$ cat src/rtl/irq_pkg.sv
// Shared constants and types for the interrupt controller: register map,
// FSM encoding and cause field geometry.
package irq_pkg;

    localparam logic [1:0] IRQ_CAUSE = 2'd0;
    localparam logic [1:0] IRQ_PEND  = 2'd1;
    localparam logic [1:0] IRQ_MASK  = 2'd2;
    localparam logic [1:0] IRQ_CTRL  = 2'd3;

    localparam int IDX_W   = 4;
    localparam int CAUSE_W = IDX_W + 1;

    typedef enum logic [1:0] {
        IDLE = 2'd0,
        REQ  = 2'd1,
        SVC  = 2'd2
    } irq_state_t;

endpackage

$ cat src/rtl/irq_prio_enc.sv
// Fixed-priority encoder: reports the lowest set request index plus an any-set flag.
module irq_prio_enc
    import irq_pkg::*;
#(
    parameter int N_SRC = 8
) (
    input  logic [N_SRC-1:0] req_i,
    output logic [IDX_W-1:0] idx_o,
    output logic             any_o
);

    // Scan from the top down so the lowest set bit is the last assignment to stick.
    always_comb begin
        idx_o = '0;
        for (int i = N_SRC - 1; i >= 0; i--) begin
            if (req_i[i]) begin
                idx_o = IDX_W'(i);
            end
        end
        any_o = |req_i;
    end

endmodule

$ cat src/rtl/irq_ctl.sv
// Interrupt controller: edge-latched sources, mask and global enable, a
// REQ/SVC handshake against PC31, and a small word-addressed register port.
module irq_ctl
    import irq_pkg::*;
#(
    parameter int N_SRC = 8
) (
    input  logic               clk,
    input  logic               reset,
    input  logic [N_SRC-1:0]   irq_src,
    input  logic               PC31,
    input  logic [1:0]         addr,
    input  logic [31:0]        wdata,
    input  logic               we,
    input  logic               re,
    output logic [31:0]        rdata,
    output logic               irq,
    output logic [CAUSE_W-1:0] cause
);

    logic [N_SRC-1:0]   src_q;
    logic [N_SRC-1:0]   pending_q, pending_d;
    logic [N_SRC-1:0]   mask_q, mask_d;
    logic               ge_q, ge_d;
    logic [31:0]        rdata_q, rdata_d;
    logic [CAUSE_W-1:0] cause_q, cause_d;
    irq_state_t         state_q, state_d;

    logic [N_SRC-1:0]   edge_w;
    logic [N_SRC-1:0]   w1c_w;
    logic [N_SRC-1:0]   active_w;
    logic [IDX_W-1:0]   win_idx;
    logic               win_any;

    logic               unused_wdata;
    assign unused_wdata = ^wdata[31:N_SRC];

    assign edge_w   = irq_src & ~src_q;
    assign w1c_w    = (we && addr == IRQ_PEND) ? wdata[N_SRC-1:0] : '0;
    assign active_w = pending_q & mask_q;

    irq_prio_enc #(
        .N_SRC (N_SRC)
    ) u_prio (
        .req_i (active_w),
        .idx_o (win_idx),
        .any_o (win_any)
    );

    // A new edge wins over a same-cycle clear so no request is ever lost.
    always_comb begin
        pending_d = (pending_q & ~w1c_w) | edge_w;
        mask_d    = mask_q;
        ge_d      = ge_q;
        if (we && addr == IRQ_MASK) begin
            mask_d = wdata[N_SRC-1:0];
        end
        if (we && addr == IRQ_CTRL) begin
            ge_d = wdata[0];
        end
    end

    // Reads sample the pre-write register values, so read+write returns old data.
    always_comb begin
        rdata_d = rdata_q;
        if (re) begin
            unique case (addr)
                IRQ_CAUSE: rdata_d = 32'(cause_q);
                IRQ_PEND:  rdata_d = 32'(pending_q);
                IRQ_MASK:  rdata_d = 32'(mask_q);
                IRQ_CTRL:  rdata_d = {31'b0, ge_q};
                default:   rdata_d = '0;
            endcase
        end
    end

    always_comb begin
        state_d = state_q;
        cause_d = cause_q;
        irq     = 1'b0;
        unique case (state_q)
            IDLE: begin
                if (ge_q && win_any) begin
                    cause_d = {1'b1, win_idx};
                    state_d = REQ;
                end
            end
            REQ: begin
                irq = 1'b1;
                if (PC31) begin
                    state_d = SVC;
                end else if (!ge_q) begin
                    state_d            = IDLE;
                    cause_d[CAUSE_W-1] = 1'b0;
                end
            end
            SVC: begin
                if (!PC31) begin
                    state_d            = IDLE;
                    cause_d[CAUSE_W-1] = 1'b0;
                end
            end
            default: begin
                state_d = IDLE;
            end
        endcase
    end

    always_ff @(posedge clk) begin
        if (reset) begin
            src_q     <= '0;
            pending_q <= '0;
            mask_q    <= '0;
            ge_q      <= 1'b0;
            rdata_q   <= '0;
            cause_q   <= '0;
            state_q   <= IDLE;
        end else begin
            src_q     <= irq_src;
            pending_q <= pending_d;
            mask_q    <= mask_d;
            ge_q      <= ge_d;
            rdata_q   <= rdata_d;
            cause_q   <= cause_d;
            state_q   <= state_d;
        end
    end

    assign rdata = rdata_q;
    assign cause = cause_q;

endmodule

$ cat config.mk
export PLATFORM = sky130hd
export DESIGN_NAME = irq_ctl
export DESIGN_NICKNAME = d
export VERILOG_FILES = /design/src/rtl/irq_pkg.sv /design/src/rtl/irq_prio_enc.sv /design/src/rtl/irq_ctl.sv
export SDC_FILE = /design/constraint.sdc
export NUM_CORES = 1
export LEC_CHECK = 0
export ABC_CLOCK_PERIOD_IN_PS = 1800
export CAP_MARGIN = 5
export CELL_PAD_IN_SITES_DETAIL_PLACEMENT = 0
export CELL_PAD_IN_SITES_GLOBAL_PLACEMENT = 1
export CORE_MARGIN = 2
export CORE_UTILIZATION = 30
export DETAILED_ROUTE_END_ITERATION = 12
export GPL_ROUTABILITY_DRIVEN = 0
export GPL_TIMING_DRIVEN = 0
export MAX_ROUTING_LAYER = met4
export PLACE_DENSITY_LB_ADDON = 0.1
export SYNTH_ARGS = -nofsm -noshare
export SYNTH_HDL_FRONTEND = slang
export SYNTH_SLANG_ARGS = --single-unit
$ cat constraint.sdc
create_clock -name clk -period 1.8 [get_ports clk]
set_clock_uncertainty 0.1 [all_clocks]
set_input_delay 0.36 -clock clk [delete_from_list [all_inputs] [get_ports clk]]
set_output_delay 0.36 -clock clk [all_outputs]
set_load 0.02 [all_outputs]
==> flow_metrics.tcl <==
set metrics [dict create \
    status "complete, no violations" \
    max_freq_ghz 0.575 \
    initial_core_util 0.306 \
    ios 85 \
    cp-startpoint "state_q[1]" \
    gr-usage-all-layers 0.131 \
    synth.most_common_cell "dfxtp_1" \
    reg2reg_slack_ps 160 \
    p_leak_nw 1.06 \
    io_buffers 34 \
    num_vias 1621 \
    yosysTopAreaCellShare 0.406 \
    cts_tree "done" \
    cap_violations 0 \
    post_dp_cell_area_mm2 0.00245 \
    vdd_drop_max_v 0.000294 \
    ant_nets 0 \
    synth_area_mm2 0.00192 \
    hold_violations 0 \
    power_frac_comb 0.171 \
    reg2reg_to "cause[4]" \
    grt_pass1_wl_mm 7.26 \
    drc 0 \
    switching_power_w 0.000516 \
    avgSynthCellArea_um2 8.43 \
    drive_gt1_frac 0.160 \
    grt_overflow_total 0 \
    cts_setup_buffers 0 \
    antenna_found_initial 0 \
    drt_iter0_drc 81 \
    die_area_mm2 0.00706 \
    r2r_cells 6 \
    crit_required_ps 1340 \
    postLayoutCellArea_mm2 0.00254 \
    ctsHtreeMaxLevel 2 \
    ys_ff_latch 39 \
    yosysWarnings 0 \
    yosys.area.top_type "dfxtp_1" \
    setup_violations 0 \
    fin_crit_ps 1740 \
    wl_per_cell_um 11.8 \
    seqPwrFrac 0.510 \
    clockBufferDepth 2 \
    synthesis.instances 228 \
    rows 29 \
    cts_sinks 39 \
    numCtsBuffers 5 \
    start_kind "register" \
    arrival_ps 1280 \
    internal-power_w 0.00133 \
    sw_frac_of_total 0.280 \
    dp_hpwl_mm 3.40 \
    cp_max_fo 5 \
    stdcell_count 370 \
    synth_commonest_cells "39 x dfxtp_1, 30 x nand2_1, 25 x buf_4" \
    nNetsFinal 342 \
    critPathKind "reg2out" \
    synth_area_leaders "dfxtp_1 41%, buf_4 9.8%, nand2_1 5.9%, a21oi_1 5.7%, nor2b_1 5.5%" \
    final.setup.worst_slack_ps 62.2 \
    powerDensity_mw_per_mm2 724 \
    ys_seq_area_frac 0.406 \
    period_share 0.965 \
    ys_types 35 \
    synth_ff_type "dfxtp_1" \
    clock_power_share 0.319 \
    critPathMaxStageDelay_ps 330 \
    drt_first_pass_iters 4 \
    cp_cell_sequence "inv_1, ha_1, clkdlybuf4s15_1" \
    dieWidth_um 84.0 \
    utilization 0.405 \
    cpMaxStageDelayCell "dfxtp_1" \
    setup_tns_ps 0 \
    report.final.slew_viol_count 0 \
    rsz0062_at_grt "false" \
    core_mm2 0.00628 \
    wirelength_mm 4.36 \
    die_h_um 84.0 \
    vias_per_cell 4.38 \
    grt_pass1_vias 1506 \
    clockRootBuffer "clkbuf_8" \
    num_antenna_cells 0 \
    synth_edf_count 0 \
    pre_cts_ws_ps -409 \
    grt_max_degree 14 \
    place_inst 363 \
    reg2reg_from "state_q[0]" \
    crit_end "irq" \
    hold_class "reg2reg" \
    clk_latency_ps 290 \
    clk_pin_slew_worst_paths_ps 80 \
    cp-end-kind "output port" \
    ys_async_sr_fraction 0 \
    area_growth_pct 32.4 \
]
-- cell usage in the layout, fill, tap and decap left out, drive strengths merged, types with 2 or more instances in the layout --
cell | Yosys | routed
a211oi | 7 | 7
a21oi | 22 | 22
a22oi | 8 | 8
a31oi | 2 | 2
a32o | 2 | 2
a41oi | 2 | 2
buf | 28 | 28
clkbuf | 8 | 12
clkdlybuf4s50 | 0 | 31
clkinvlp | 0 | 2
conb | 1 | 25
dfxtp | 39 | 39
dlymetal6s2s | 0 | 2
ha | 3 | 3
inv | 3 | 3
mux2i | 5 | 5
nand2 | 30 | 30
nand2b | 2 | 2
nand3 | 9 | 9
nor2 | 22 | 22
nor2b | 17 | 17
nor3 | 5 | 5
-- how the worst min path moves through the flow --
stage,from,endpoint,slack [ps],depth (start not counted)
finish,rdata[4],rdata[4],390,2
global placement,rdata[4],rdata[4],380,2
detailed placement,rdata[4],rdata[4],380,2
CTS,rdata[4],rdata[4],390,2
floorplan,mask_q[0],mask_q[0],370,2
global route,rdata[4],rdata[4],430,2
-- state kept, by name (all words and copies together), names as in the netlist --
signal and cells:
cause 4, src_q 8, ge_q 1, state_q 2
rdata 8, mask_q 8, pending_q 8
-- stage by stage --
stage | total power (W) | hold slack (ps)
final | 0.00184 | 388
after global routing | 0.00194 | 430
after CTS | 0.00187 | 388
after detailed placement | 0.00128 | 377
after global placement | 0.00127 | 382
after floorplan | 0.00116 | 369
-- kinds of logic after synthesis --
family                   after synthesis  share of synthesized area
AND/OR/NAND/NOR                       90                      0.221
AO/OA/AOI/OAI                         50                      0.183
buffers and inverters                 39                      0.130
flip-flops                            39                      0.406
multiplexers                           6                     0.0378
adder cells (fa/ha/maj)                3                     0.0195
other                                  1                    0.00195
-- layout make-up --
cell class / instances / area (um^2)
sequential: 39 / 781
clock buffer: 5 / 68.8
inverter: 3 / 11.3
multi-input combinational: 174 / 982
fill: 661 / 3730
tap: 77 / 96.3
buffer: 35 / 240
timing repair buffer: 34 / 345
clock inverter: 3 / 20.0
-- metal layers --
layer	vias up	GRT usage	wire, um
met5	-	-	0
met4	0	0.0484	57
met3	7	0.0257	234
met2	48	0.202	1900
met1	697	0.172	2170
li1	869	-	-
-- worst max-delay path: cells and delay by family, from the launching register on --
kind / cells / cell delay [ps]
adders and majority gates: 1 / 230
buffers and inverters: 2 / 420
DFF: 1 / 330
-- power groups by stage --
| stage | sequential, W | combinational, W | clock, W |
|---|---|---|---|
| floorplan | 0.000962 | 0.000201 | 0 |
| global placement | 0.000958 | 0.000315 | 0 |
| detailed placement | 0.000959 | 0.000316 | 0 |
| CTS | 0.000939 | 0.000317 | 0.000610 |
| global route | 0.000944 | 0.000348 | 0.000651 |
| finish | 0.000939 | 0.000316 | 0.000588 |
-- repair_timing --
item,in CTS,in global routing
gates resized for setup,3,8
hold buffers,0,0
setup endpoints to repair,18,18
No activity file was read; power rests on OpenSTA's default activity.
